$ cat src/rtl/mdu_sched.sv
// EX-stage multiply/divide scheduler: single-cycle multiply, 32-step restoring divide,
// with a stall request to the hazard unit while an operation is in flight.
module mdu_sched #(
  parameter int unsigned DIV_ITERS = 32
) (
  input  logic        clk,
  input  logic        rst,
  input  logic        start_i,
  input  logic [1:0]  op_i,
  input  logic [31:0] a_i,
  input  logic [31:0] b_i,
  input  logic        flush_i,
  output logic        stall_req_o,
  output logic        busy_o,
  output logic        res_valid_o,
  output logic [31:0] hi_o,
  output logic [31:0] lo_o
);

  localparam int unsigned XLEN  = 32;
  localparam int unsigned CNT_W = $clog2(DIV_ITERS);
  localparam logic [1:0]  OP_MULT = 2'b00;
  localparam logic [1:0]  OP_DIV  = 2'b10;

  typedef enum logic [2:0] {S_IDLE, S_MUL, S_DIV, S_FIX, S_DONE} state_e;

  state_e             state_q, state_d;
  logic [1:0]         op_q, op_d;
  logic [XLEN-1:0]    a_q, a_d, b_q, b_d, dvs_q, dvs_d;
  logic [2*XLEN-1:0]  rq_q, rq_d;
  logic [CNT_W-1:0]   cnt_q, cnt_d;
  logic [XLEN-1:0]    hi_q, hi_d, lo_q, lo_d;

  logic               acc_signed, mul_signed, div_signed;
  logic [XLEN-1:0]    a_abs, b_abs, quo_mag, rem_mag, quo_fix, rem_fix;
  logic [2*XLEN-1:0]  ext_a, ext_b, prod, step;
  logic [XLEN:0]      rem_sh, diff;

  // Operand magnitudes for the divider, taken straight from the issue inputs.
  assign acc_signed = (op_i == OP_DIV);
  assign a_abs      = (acc_signed && a_i[31]) ? -a_i : a_i;
  assign b_abs      = (acc_signed && b_i[31]) ? -b_i : b_i;

  // Low 64 bits of a 64x64 product are correct for both signed and unsigned.
  assign mul_signed = (op_q == OP_MULT);
  assign ext_a      = {{XLEN{mul_signed & a_q[31]}}, a_q};
  assign ext_b      = {{XLEN{mul_signed & b_q[31]}}, b_q};
  assign prod       = ext_a * ext_b;

  // One restoring step: shift {rem,quo}, trial-subtract the 33-bit divisor.
  assign rem_sh = rq_q[2*XLEN-1:XLEN-1];
  assign diff   = rem_sh - {1'b0, dvs_q};
  assign step   = diff[XLEN] ? {rq_q[2*XLEN-2:0], 1'b0}
                             : {diff[XLEN-1:0], rq_q[XLEN-2:0], 1'b1};

  assign div_signed = (op_q == OP_DIV);
  assign quo_mag    = rq_q[XLEN-1:0];
  assign rem_mag    = rq_q[2*XLEN-1:XLEN];
  assign quo_fix    = (div_signed && (a_q[31] ^ b_q[31])) ? -quo_mag : quo_mag;
  assign rem_fix    = (div_signed && a_q[31]) ? -rem_mag : rem_mag;

  assign busy_o      = (state_q != S_IDLE);
  assign res_valid_o = (state_q == S_DONE);
  assign hi_o        = hi_q;
  assign lo_o        = lo_q;

  // Next-state and datapath control.
  always_comb begin
    state_d     = state_q;
    op_d        = op_q;
    a_d         = a_q;
    b_d         = b_q;
    dvs_d       = dvs_q;
    rq_d        = rq_q;
    cnt_d       = cnt_q;
    hi_d        = hi_q;
    lo_d        = lo_q;
    stall_req_o = 1'b0;

    case (state_q)
      S_IDLE: begin
        stall_req_o = start_i;
        if (start_i) begin
          op_d  = op_i;
          a_d   = a_i;
          b_d   = b_i;
          dvs_d = b_abs;
          rq_d  = {{XLEN{1'b0}}, a_abs};
          cnt_d = '0;
          state_d = op_i[1] ? S_DIV : S_MUL;
        end
      end
      S_MUL: begin
        stall_req_o  = 1'b1;
        {hi_d, lo_d} = prod;
        state_d      = S_DONE;
      end
      S_DIV: begin
        stall_req_o = 1'b1;
        rq_d        = step;
        cnt_d       = cnt_q + CNT_W'(1);
        if (cnt_q == CNT_W'(DIV_ITERS - 1)) state_d = S_FIX;
      end
      S_FIX: begin
        stall_req_o = 1'b1;
        // Divide by zero reports all-ones quotient and the raw dividend.
        if (b_q == '0) begin
          lo_d = '1;
          hi_d = a_q;
        end else begin
          lo_d = quo_fix;
          hi_d = rem_fix;
        end
        state_d = S_DONE;
      end
      S_DONE:  state_d = S_IDLE;
      default: state_d = S_IDLE;
    endcase

    if (flush_i) begin
      state_d     = S_IDLE;
      hi_d        = hi_q;
      lo_d        = lo_q;
      stall_req_o = 1'b0;
    end
  end

  always_ff @(posedge clk or posedge rst) begin
    if (rst) begin
      state_q <= S_IDLE;
      op_q    <= '0;
      a_q     <= '0;
      b_q     <= '0;
      dvs_q   <= '0;
      rq_q    <= '0;
      cnt_q   <= '0;
      hi_q    <= '0;
      lo_q    <= '0;
    end else begin
      state_q <= state_d;
      op_q    <= op_d;
      a_q     <= a_d;
      b_q     <= b_d;
      dvs_q   <= dvs_d;
      rq_q    <= rq_d;
      cnt_q   <= cnt_d;
      hi_q    <= hi_d;
      lo_q    <= lo_d;
    end
  end

endmodule

$ cat config.mk
export PLATFORM = sky130hd
export DESIGN_NAME = mdu_sched
export DESIGN_NICKNAME = d
export VERILOG_FILES = /design/src/rtl/mdu_sched.sv
export SDC_FILE = /design/constraint.sdc
export NUM_CORES = 2
export LEC_CHECK = 0
export ABC_AREA = 1
export CORE_MARGIN = 5
export CORE_UTILIZATION = 45
export CTS_CLUSTER_DIAMETER = 200
export CTS_CLUSTER_SIZE = 30
export DETAILED_ROUTE_END_ITERATION = 10
export GPL_TIMING_DRIVEN = 0
export PLACE_DENSITY_LB_ADDON = 0.12
export REMOVE_ABC_BUFFERS = 1
export SLEW_MARGIN = 10
export SYNTH_ARGS = -nofsm -noshare
export SYNTH_HDL_FRONTEND = slang
export SYNTH_SLANG_ARGS = --single-unit
$ cat constraint.sdc
create_clock -name clk -period 22.6 [get_ports clk]
set_clock_uncertainty 0.05 [all_clocks]
set_input_delay 4.52 -clock clk [delete_from_list [all_inputs] [get_ports clk]]
set_output_delay 4.52 -clock clk [all_outputs]
set_load 0.02 [all_outputs]
==> metrics.txt <==
All-Layer GR Usage=27.9%; vias in the first global route=48.1k; slew margin rel.=15.9%; Distinct cells, synth=59; TritonCTS clock tree=built; Routed WL=180 mm; Post-Route Setup TNS=0 ns; top cells by area, synth=fa_1, nand2_1, inv_1; grt ovf=0; GPL Wtd Cong=0.957; die height=362 um; drc violations=0; run status=completed; largest family of logic cells by synthesized area=adder cells; final hold vios=0; count leader, synth=nand2_1; mux cell area share after synthesis=0.0202%; Fillers=12.5k; DP Area=59300 um^2; ys flop type=dfrtp_1; period utilization=48.9%; fin nets=8716; initial antenna violation count=11; number of synthesized flops with an enable pin=0; CP Launch Type=register; num rows=129; unrepaired setup endpoints after global routing=no; family with the most delay on the worst path=adder cells; area share of and/or/nand/nor cells after synthesis=20.8%; CTS Buf Count=11; Slew Viols, Final=0; Ys Warns=0; DPL Wire Length=152 mm; ys async rst share=100%; DRT Pass-1 Iters=6; Area Overhead vs Synth=6.98%; core area=123000 um^2; final instance area=59600 um^2; post-DR wirelength/cell=20.2 um; Worst Path Required=22.99 ns; clk sinks=233; area leader, netlist=fa_1; Synth Area in Compound Gates=6.23%; Port Buf Inserts=136; Syn Inst Count=7401; Hold Buf Count CTS=0; post_cts resized=0; worst path bufs/invs=6; Starting Density=45.2%; Max clock buf depth=3; layout cells sized above 1=3.01%; critical path class=reg -> reg; Synth top area share=40.5%; Clock Latency Late Sink=0.51 ns; post-CTS setup buffers=0; Root Driver=clkbuf_16; CP max stage delay=1.29 ns; Vias/cell=5.19; fin crit period=11.04 ns; Post-Syn Area per Cell=7.53 um^2; maximum clock frequency=0.0906 GHz; Routed Antenna Nets=0; XOR/XNOR Fraction of Synth Area=1.24%; CP dominant cell by count=fa_1; fin util=48.3%; critical path arrival=11.43 ns; final setup fails=0; CTS clock-pin slew for the worst setup and hold paths=0.13 ns; Worst setup EP type=register; drt initial violations=3218; Worst-Margin Slew=1.25 ns; Die Wd=362 um; worst min path class=reg -> reg; CP max stage cell=clkinv_1; post-synthesis sequential area ratio=10.5%; vias=46.2k; synthesized area=55700 um^2; num ports=137; critical path fanouts, max=29; Yosys reg bits=233; adder-cell share of the synthesized area=46.1%; Max-Cap Viols=0; wire length of the first global-routing pass=284 mm; die area=131000 um^2; commonest cells in the netlist=nand2_1, inv_1, fa_1, nor2_1, clkbuf_1; largest net degree at the start of global routing=84; Max H-tree Level=1
[cell usage in the layout (no fill, tap or decap), types with 59 or more instances in the layout]
master	netlist	final
fa_1	1126	1126
ha_1	251	251
buf_12	0	59
nor2_1	440	436
dfrtp_1	233	169
xor2_1	59	59
inv_1	1857	1855
dfrtp_2	0	64
a21oi_1	238	238
nand3_1	252	252
o21ai_0	188	188
nand2_1	2051	2050
clkdlybuf4s50_1	0	136
[state kept, by name, indices dropped and copies added (netlist names)]
| register | cells |
|---|---|
| cnt_q | 5 |
| hi_o | 32 |
| rq_q | 64 |
| a_q | 32 |
| lo_o | 32 |
| dvs_q | 31 |
| state_q | 3 |
| b_q | 32 |
| op_q | 2 |
[routing by layer]
metal  track usage, %  up-vias  share of wire (%)
li1                 -    21281                  -
met1             39.4    23420                 44
met2             46.4     1364                 47
met3             3.76      181                6.5
met4             5.67        2                2.3
met5                0        -             0.0039
[path summary, 6_finish.rpt]
kind	from	end	slack, ns	depth (start not counted)
max in group asynchronous	rst	b_q[23]	17.19	3
min	lo_o[1]	lo_o[1]	0.44	2
min reg2reg	lo_o[1]	lo_o[1]	0.44	2
max	op_q[0]	hi_o[30]	11.56	26
min in group asynchronous	rst	state_q[2]	4.40	2
max reg2reg	op_q[0]	hi_o[30]	11.56	26
[cell type report]
type                            instances  area (um^2)  share of cell area, %
Timing Repair Buffer                  205         2810                   4.71
Tap cell                             1637         2050                   3.44
Multi-Input combinational cell       4946        41500                   69.6
Sequential cell                       233         5910                   9.92
Clock buffer                           15          290                  0.487
Inverter                             1872         7040                   11.8
Antenna cell                            4         10.0                 0.0168
Clock inverter                          1         8.76                 0.0147
[metrics by stage]
step | hold slack [ns] | std cells | setup WS (ns)
finish | 0.442 | 8913 | 11.56
global route | 0.460 | 8909 | 11.17
CTS | 0.445 | 8909 | 12.12
detailed placement | 0.415 | 8893 | 12.13
global placement | 0.418 | 8824 | 7.99
floorplan | 0.401 | 7051 | 11.64
[kinds of logic (layout without fill, tap and decap cells)]
logic type                 count (synthesis)  count (layout)
AOI/OAI and AO/OA                        605             605
buffers and inverters                   2222            2093
and+or+nand+nor                         2884            2884
DFF                                      233             233
xor gates and xnor gates                  79              79
other                                      0               4
muxes                                      1               1
adders and majority gates               1377            1377
[worst min-delay path, stage by stage, from the launching register on]
cell,delay (ns)
dfrtp_1,0.36
nand2_1,0.05
nand2_1,0.05
Power is left out: the tool's default activity adds up to more than one toggle a clock period on the data nets, which glitch-free logic cannot reach.
